$ cat src/rtl/inst_fetch_pkg.sv
// inst_fetch_pkg: shared FSM state encoding, reset defaults and the misalignment mask for inst_fetch
package inst_fetch_pkg;

    typedef enum logic [2:0] {
        S_IDLE,
        S_REQ,
        S_WAIT,
        S_HOLD,
        S_FAULT
    } state_t;

    localparam logic [31:0] RESET_PC_DEF  = 32'h8000_0000;
    localparam logic [31:0] NOP_CMD_DEF   = 32'h0000_0013;
    localparam logic [31:0] MISALIGN_MASK = 32'h0000_0003;

endpackage

$ cat src/rtl/inst_fetch.sv
// inst_fetch: single-outstanding instruction fetcher presenting one instruction at a time to the core
//   clk        rising-edge clock
//   rst        asynchronous active-low reset
//   req_*      instruction-memory request channel (valid/ready, address)
//   resp_*     instruction-memory response (valid, data, error)
//   cmd/pc     presented instruction and its address, cmd_valid/cmd_ready handshake
//   dnpc       next pc from the core, taken when the instruction retires
//   fault      sticky fetch fault, left only by reset
//   instret    retired-instruction counter, wraps silently
module inst_fetch
    import inst_fetch_pkg::*;
#(
    parameter logic [31:0] RESET_PC = RESET_PC_DEF,
    parameter logic [31:0] NOP_CMD  = NOP_CMD_DEF
) (
    input  logic        clk,
    input  logic        rst,
    output logic        req_valid,
    output logic [31:0] req_addr,
    input  logic        req_ready,
    input  logic        resp_valid,
    input  logic [31:0] resp_data,
    input  logic        resp_err,
    output logic [31:0] cmd,
    output logic [31:0] pc,
    output logic        cmd_valid,
    input  logic        cmd_ready,
    input  logic [31:0] dnpc,
    output logic        fault,
    output logic [31:0] instret
);

    state_t      r_state;
    state_t      w_next;
    logic [31:0] r_fetch_pc;
    logic [31:0] r_cmd;
    logic [31:0] r_instret;
    logic        w_retire;
    logic        w_misalign;
    logic        w_load;

    assign w_retire   = (r_state == S_HOLD) && cmd_ready;
    assign w_misalign = |(dnpc & MISALIGN_MASK);
    assign w_load     = (r_state == S_WAIT) && resp_valid && !resp_err;

    always_comb begin
        w_next = r_state;
        case (r_state)
            S_IDLE:  w_next = S_REQ;
            S_REQ:   w_next = req_ready ? S_WAIT : S_REQ;
            S_WAIT:  w_next = resp_valid ? (resp_err ? S_FAULT : S_HOLD) : S_WAIT;
            S_HOLD:  w_next = cmd_ready ? (w_misalign ? S_FAULT : S_REQ) : S_HOLD;
            S_FAULT: w_next = S_FAULT;
            default: w_next = S_IDLE;
        endcase
    end

    always_ff @(posedge clk or negedge rst) begin
        if (!rst) begin
            r_state    <= S_IDLE;
            r_fetch_pc <= RESET_PC;
            r_cmd      <= NOP_CMD;
            r_instret  <= '0;
        end else begin
            r_state <= w_next;
            if (w_load)
                r_cmd <= resp_data;
            if (w_retire) begin
                r_fetch_pc <= dnpc;
                r_instret  <= r_instret + 32'd1;
            end
        end
    end

    // cmd_valid follows HOLD directly, so FAULT and every other state present the NOP
    assign cmd_valid = (r_state == S_HOLD);
    assign cmd       = cmd_valid ? r_cmd : NOP_CMD;
    assign req_valid = (r_state == S_REQ);
    assign req_addr  = r_fetch_pc;
    assign pc        = r_fetch_pc;
    assign fault     = (r_state == S_FAULT);
    assign instret   = r_instret;

endmodule

$ cat config.mk
export PLATFORM = sky130hd
export DESIGN_NAME = inst_fetch
export DESIGN_NICKNAME = d
export VERILOG_FILES = /design/src/rtl/inst_fetch_pkg.sv /design/src/rtl/inst_fetch.sv
export SDC_FILE = /design/constraint.sdc
export NUM_CORES = 1
export LEC_CHECK = 0
export BUFFER_PORTS_ARGS = -buffer_cell sky130_fd_sc_hd__buf_2
export CAP_MARGIN = 20
export CORE_MARGIN = 3
export CORE_UTILIZATION = 47
export CTS_BUF_LIST = sky130_fd_sc_hd__clkbuf_16
export DETAILED_ROUTE_END_ITERATION = 10
export GPL_TIMING_DRIVEN = 1
export PLACE_DENSITY = 0.89
export SLEW_MARGIN = 10
export SYNTH_ARGS = -nofsm -noshare
export SYNTH_HDL_FRONTEND = slang
export SYNTH_SLANG_ARGS = --single-unit
$ cat constraint.sdc
create_clock -name clk -period 2.25 [get_ports clk]
set_input_delay 0.1125 -clock clk [delete_from_list [all_inputs] [get_ports clk]]
set_output_delay 0.1125 -clock clk [all_outputs]
set_load 0.005 [all_outputs]
# Yosys cells after proc, flatten, opt, wreduce, memory -nomap -nowiden
# Index checks and enable logic that the tools add are counted.
# word_totals
romBits	0
mem_bits_rw	0
regBits	99
wordCells	22
inputBits	70
mem_count	0
latchBits	0
# op_classes
multipliers	0
muxes	7
n_eq_ne	4
reduce_logical	6
shift	0
div_mod_pow	0
magnitude_cmp	0
bitwise	0
add_sub_neg	1
# op_table
cell	count
$add 32x1->32 const B	1
$mux 32	1
$pmux 3 s5	1
$mux 3	4
$eq 3x2->1 const B	2
$eq 3x1->1 const B	1
$eq 3x3->1 const B	1
$logic_and 1x1->1	3
$logic_not 3->1	1
$mux 2	1
$reduce_or 2->1	1
$logic_not 1->1	1

# Logic depth before layout (Yosys ltp)
# Gate-level depths: netlist (run 1).
# logic_depth
word_depth	4
depth_mapped	8

# Least setup slack after synthesis (run 1)
# OpenSTA, ideal clock, no wires.
# synth_timing
kind	register to register
startpoint	register r_state[2]
endpoint	register r_instret[27], in the netlist instret[27]
path_slack_ns	0.638
setup_ns	0.125
required_time_ns	2.125
path_buffers	4
stages_incl_launch_ff	9
period_less_slack_ns	1.612
t_arrival_ns	1.487
path_cell_list	dfrtp_1 -> buf_6 -> and4b_1 -> buf_4 -> and4_1 -> buf_4 -> buf_6 -> nand4_1 -> xnor2_1
# synth_between
elab_chain_len	2
# synth_lines
element	line_no	rtl
start, declared	inst_fetch.sv:33	state_t r_state;
start signal, assigned	inst_fetch.sv:65	r_state <= w_next;
$eq 3x2->1	inst_fetch.sv:42	assign w_retire = (r_state == S_HOLD) && cmd_ready;
$logic_and 1x1->1	inst_fetch.sv:42	
end signal, assigned	inst_fetch.sv:70	r_instret <= r_instret + 32'd1;
end, declared	inst_fetch.sv:37	logic [31:0] r_instret;
# No other way between the ends.
# A chain may end at the register's enable or synchronous reset.

# Worst setup path in the final report (run 1)
# layout_timing
startpoint	register r_state[0]
endpoint	register r_instret[29], in the netlist instret[29]
# Same word-level chain as after synthesis.

==> out/metrics.cfg, run 1 <==
[outcome]
status=finished, final reports clean

[timing]
slew_violations=0
fin_setup_tns_ns=0
period_needed_ns=1.95
finalCritPeriodShare=0.865
tightest_slew_ns=0.657
fmax_ghz=0.514
setup_violations=0
finalHoldViolCount=0
skew_ns=0.00987
rsz0062_at_grt=no
max_slew_margin=0.562

[synthesis]
ys_seq_area_frac=0.545
yosysWarnings=0
synthAdderAreaFrac=0.00275
yosysTopAreaCell=dfrtp_1
synth.avg_cell_area_um2=10.6
synth_top_cell_area_share=0.522
yosys_register_bits=99
syn_inst=428
yosysUniqueCellTypes=32
synth_top_family_by_area=simple AND/OR/NAND/NOR gates
synth.area.mux_share=0.0836
synth_compound_area_frac=0.00852
yosys.area_share.simple=0.214
synth_fp_nets=499
synth_area_um2=4550
synth_area_leaders=dfrtp_1 (52%), nand2_1 (9.0%), mux2_2 (7.9%)
synth_xor_area_frac=0.0596

[die]
die_h_um=104
die_w_um=104
core_um2=9330
fp-row-count=35
start_util=0.488
die-area_um2=10900
io-pin-count=201

[placed_design]
routabilityCongestion=0.820
port_buffers=200
hpwl_mm=8.11
place_inst=707

[critical_path]
critPathArrivalTime_ns=2.17
crit_path_start_kind=register
cp.required_ns=2.47
end_kind=register
critical_path_class=reg -> reg
crit_fanout=14

[clock_tree]
cts_tree=done
cts-root-buf=clkbuf_16
cts_buffers=9
cts_sinks=99
postCtsSetupBuffers=0
clock_latency_ns=0.34
htree_levels=3
cts_buffer_depth=2
clk_pin_slew_ns=0.07

[cells_and_area]
synthToLayoutAreaGrowth_pct=32.7
antenna_cells=0
nets=694
stdcell_count=757
final_common_cell=buf_2
final_cell_mix=buf_2 (199), nand2_1 (109), dfrtp_1 (95)
drive_above_1_share=0.409

[route]
ant_nets=0
routedWlPerCell_um=15.7
drc=0
vias=3816
routed_wl_mm=11.9
vias_per_cell=5.04
drt_iter0_drc=197
drt_first_pass_iters=4

[pwr]
total_power_mw=6.29
powerDensity_nw_per_um2=1040
peakVddDrop_v=0.000515
p_leak_nw=3.23

[global_route]
antenna_found_initial=0
grt_max_degree=50
grt.total_usage=0.220
grt_pass1_vias=4041
grt_pass1_wl_mm=19.7
grt_overflow=0

[flow_run]
cap_violations=0

[worst_hold_path]
hp-class=in -> reg

-- cells by family after synthesis --
family          Yosys count
buf+inv                  59
simple gates            198
xor+xnor                 31
compound gates            6
mux                      34
flops                    99
fa+ha+maj                 1
-- sequential cells by signal (all words and copies together), names as in the netlist --
name     count
instret     32
pc          32
r_cmd       32
r_state      3
-- layout make-up --
| type | count | area (um^2) |
|---|---|---|
| Sequential cell | 99 | 2480 |
| Tap cell | 129 | 161 |
| Multi-Input combinational cell | 270 | 1680 |
| Inverter | 3 | 11.3 |
| Clock inverter | 7 | 70.1 |
| Fill cell | 734 | 3290 |
| Timing Repair Buffer | 240 | 1410 |
| Clock buffer | 9 | 225 |
-- cells in the mapped netlist, drive strengths merged --
cell type  count
nand4         14
nand2        109
nor2           4
nor3b          2
a21oi          1
and4           8
nand4b         3
and3           7
xnor2         29
nand2b         3
and4b          1
and2          30
and3b          1
dfstp          4
a31oi          1
a22oi          1
buf           47
o21ai          1
mux2i          2
nor2b          1
xor2           2
o21bai         2
nor3           3
nor4           1
mux2          32
ha             1
dfrtp         95
clkbuf         9
inv            3
nand3         11
-- critical path, cell delays in order, from the launching register on --
cell and delay [ns]:
dfrtp_1 0.52, and4b_1 0.37, and4_1 0.57, nand4_1 0.20, xnor2_1 0.18
-- worst paths after layout --
path | startpoint | end | slack (ns) | cells past startpoint
hold reg to reg | instret[31] | instret[31] | 0.49 | 1
hold / removal | dnpc[3] | pc[3] | 0.01 | 3
min in group asynchronous | rst | pc[19] | 0.34 | 2
setup reg to reg | r_state[0] | instret[29] | 0.30 | 4
max in group asynchronous | rst | r_cmd[4] | 1.16 | 3
setup / recovery | r_state[0] | instret[29] | 0.30 | 4
-- per-layer routing --
layer	vias up	GRT usage	wire length, um
li1	1765	-	-
met1	1862	0.244	4520
met2	170	0.423	6460
met3	19	0.0323	662
met4	0	0.0798	241
met5	-	0	0
-- power breakdown --
group	total (mW)	switching, mW	internal (mW)	leakage, nW
clock	1.51	0.653	0.858	0.139
combinational	1.94	0.905	1.04	1.83
sequential	2.84	0.442	2.39	1.27
total	6.29	2.00	4.29	3.23
-- timing repair --
action,CTS,global route
endpoints found under the setup margin,0,0
hold endpoints to repair,80,0
gates resized for setup,0,0
hold buffers,34,0
-- through the flow --
step           setup slack, ns  hold slack, ns   util  cell area (um^2)
2_1_floorplan            0.638          -0.183      -              4550
3_3_place_gp             0.432           0.159  0.580              5410
3_5_place_dp             0.329           0.174  0.580              5410
4_1_cts                  0.333        0.000335  0.648              6040
5_1_grt                  0.155         0.00182  0.648              6040
6_report                 0.303          0.0123  0.648              6040
Power figures use the tool's default switching activity.
==> run 2, diff against run 1 <==
==> constraint.sdc (replaced) <==
create_clock -name clk -period 2.2 [get_ports clk]
set_input_delay 0.11 -clock clk [delete_from_list [all_inputs] [get_ports clk]]
set_output_delay 0.11 -clock clk [all_outputs]
set_load 0.005 [all_outputs]
==> out/metrics.cfg, run 2 (same netlist as run 1, synthesis figures left out) <==
[die]
die_w_um=104  ; unchanged
fp-row-count=35  ; unchanged
die_h_um=104  ; unchanged
die-area_um2=10900  ; unchanged
io-pin-count=201  ; unchanged
core_um2=9330  ; unchanged
start_util=0.488  ; unchanged

[global_route]
grt.busiest_layer=met2
grt_overflow=0  ; unchanged
grt_pass1_wl_mm=20.0  ; +1.4%
met3_usage=0.0422  ; +0.00993
grt_util_met1=0.250  ; +0.00651
grt_max_degree=39  ; -22%
antenna_found_initial=0  ; unchanged
met2_usage=0.419  ; -0.00415
grt_pass1_vias=3998  ; -1.1%
grt.total_usage=0.224  ; +0.00357

[timing]
fmax_ghz=0.537  ; +4.5%
max_slew_margin=0.578  ; +0.0160
fin_setup_tns_ns=0  ; unchanged
finalCritPeriodShare=0.847  ; -0.0181
finalHoldViolCount=0  ; unchanged
setup_violations=0  ; unchanged
tightest_slew_ns=0.633  ; -0.0240 ns
period_needed_ns=1.86  ; -0.0830 ns
rsz0062_at_grt=no
worst_slack_ns=0.336  ; +0.0330 ns
slew_violations=0  ; unchanged
skew_ns=0.0119  ; +0.00205 ns

[pwr]
p_switching_mw=2.07  ; +3.7%
power_frac_comb=0.320  ; +0.011
powerDensity_nw_per_um2=1080  ; +3.5%
power.internal_mw=4.43  ; +3.2%
peakVddDrop_v=0.000499  ; -3.1%
seqPwrFrac=0.437  ; -0.014
p_leak_nw=3.24  ; +0.35%
switching_share=0.319  ; +0.00118
total_power_mw=6.50  ; +3.3%
p_clk_frac=0.243  ; +0.003

[cells_and_area]
nFillCells=700  ; -4.6%
drive_above_1_share=0.414  ; +0.00505
antenna_cells=0  ; unchanged
synthToLayoutAreaGrowth_pct=32.5
final_common_cell=buf_2
nets=696  ; +0.29%
final_cell_mix=buf_2 (199), nand2_1 (109), dfrtp_1 (95)

[placed_design]
routabilityCongestion=0.810  ; -1.2%
dpl_worst_slack_ns=0.368  ; +0.0391 ns
hpwl_mm=8.25  ; +1.8%
port_buffers=200  ; unchanged

[critical_path]
crit_path_start_kind=register
end_kind=register
critPathArrivalTime_ns=2.07  ; -0.10 ns
reg2reg_depth=4  ; unchanged
crit_fanout=19  ; +5
critical_path_class=reg -> reg
cp.required_ns=2.40  ; -0.07 ns

[route]
routed_wl_mm=12.1  ; +1.5%
drt_first_pass_iters=4  ; unchanged
routedWlPerCell_um=15.9  ; +1.3%
vias=3759  ; -1.5%
ant_nets=0  ; unchanged
vias_per_cell=4.95  ; -1.8%
drc=0  ; unchanged
drt_iter0_drc=305  ; +55%

[clock_tree]
htree_levels=3  ; unchanged
clock_latency_ns=0.33  ; about the same
cts_buffers=9  ; unchanged
clk_pin_slew_ns=0.07  ; about the same
postCtsSetupBuffers=0  ; unchanged
cts-root-buf=clkbuf_16
cts_sinks=99  ; unchanged
cts_tree=done
cts_buffer_depth=2  ; unchanged

[outcome]
status=finished, final reports clean

[flow_run]
cap_violations=0  ; unchanged

[worst_hold_path]
hp-class=in -> reg
min_path_cells=2  ; -1

[run 2: final timing paths]
check                         startpoint           to  slack [ns]
max in group asynchronous            rst     r_cmd[4]        1.09
max                           instret[3]  instret[23]        0.34
max reg2reg                   instret[3]  instret[23]        0.34
min in group asynchronous            rst  instret[30]        0.28
min reg2reg                  instret[31]  instret[31]        0.47
min                        resp_data[16]    r_cmd[16]       0.008
[run 2: timing repair]
action / 4_1_cts / 5_1_grt
endpoints found under the setup margin: 0 / 0
hold buffers: 31 / 1
gates resized for setup: 0 / 0
endpoints found under the hold margin: 66 / 1
[run 2: power by group through the flow]
stage / registers [mW] / logic, mW / clock network (mW)
after global routing: 2.93 / 2.30 / 1.70
after floorplan: 2.80 / 1.36 / 0
after CTS: 2.83 / 2.07 / 1.62
after detailed placement: 2.85 / 2.02 / 0
after global placement: 2.80 / 1.96 / 0
final: 2.84 / 2.08 / 1.58
[run 2: cell type report]
| cell class | count | area (um^2) | share of cell area |
|---|---|---|---|
| sequential | 99 | 2480 | 0.412 |
| clock inverter | 7 | 75.1 | 0.0124 |
| inverter | 3 | 11.3 | 0.00187 |
| multi-input combinational | 270 | 1680 | 0.278 |
| clock buffer | 9 | 225 | 0.0373 |
| timing repair buffer | 242 | 1400 | 0.232 |
| tap | 129 | 161 | 0.0268 |
[run 2: layer usage]
layer	routed length (um)	part of all wire	vias up
li1	-	-	1762
met1	4700	0.39	1817
met2	6460	0.54	153
met3	645	0.053	27
met4	262	0.022	0
met5	0	0	-
[run 2: worst max-delay path: stages, from the launching register on]
cell,delay [ns]
dfrtp_1,0.43
and4_1,0.28
and4_1,0.63
nand4_1,0.21
xnor2_1,0.18
[run 2: per-stage QoR]
step                      instance area (um^2)  utilization  hold slack [ns]  std cells
after floorplan                           4550            -           -0.186        428
after detailed placement                  5410        0.580            0.113        711
after global routing                      6030        0.647          0.00344        759
after global placement                    5410        0.580            0.109        711
after CTS                                 6020        0.646       0.00000899        758
final                                     6030        0.647          0.00829        759
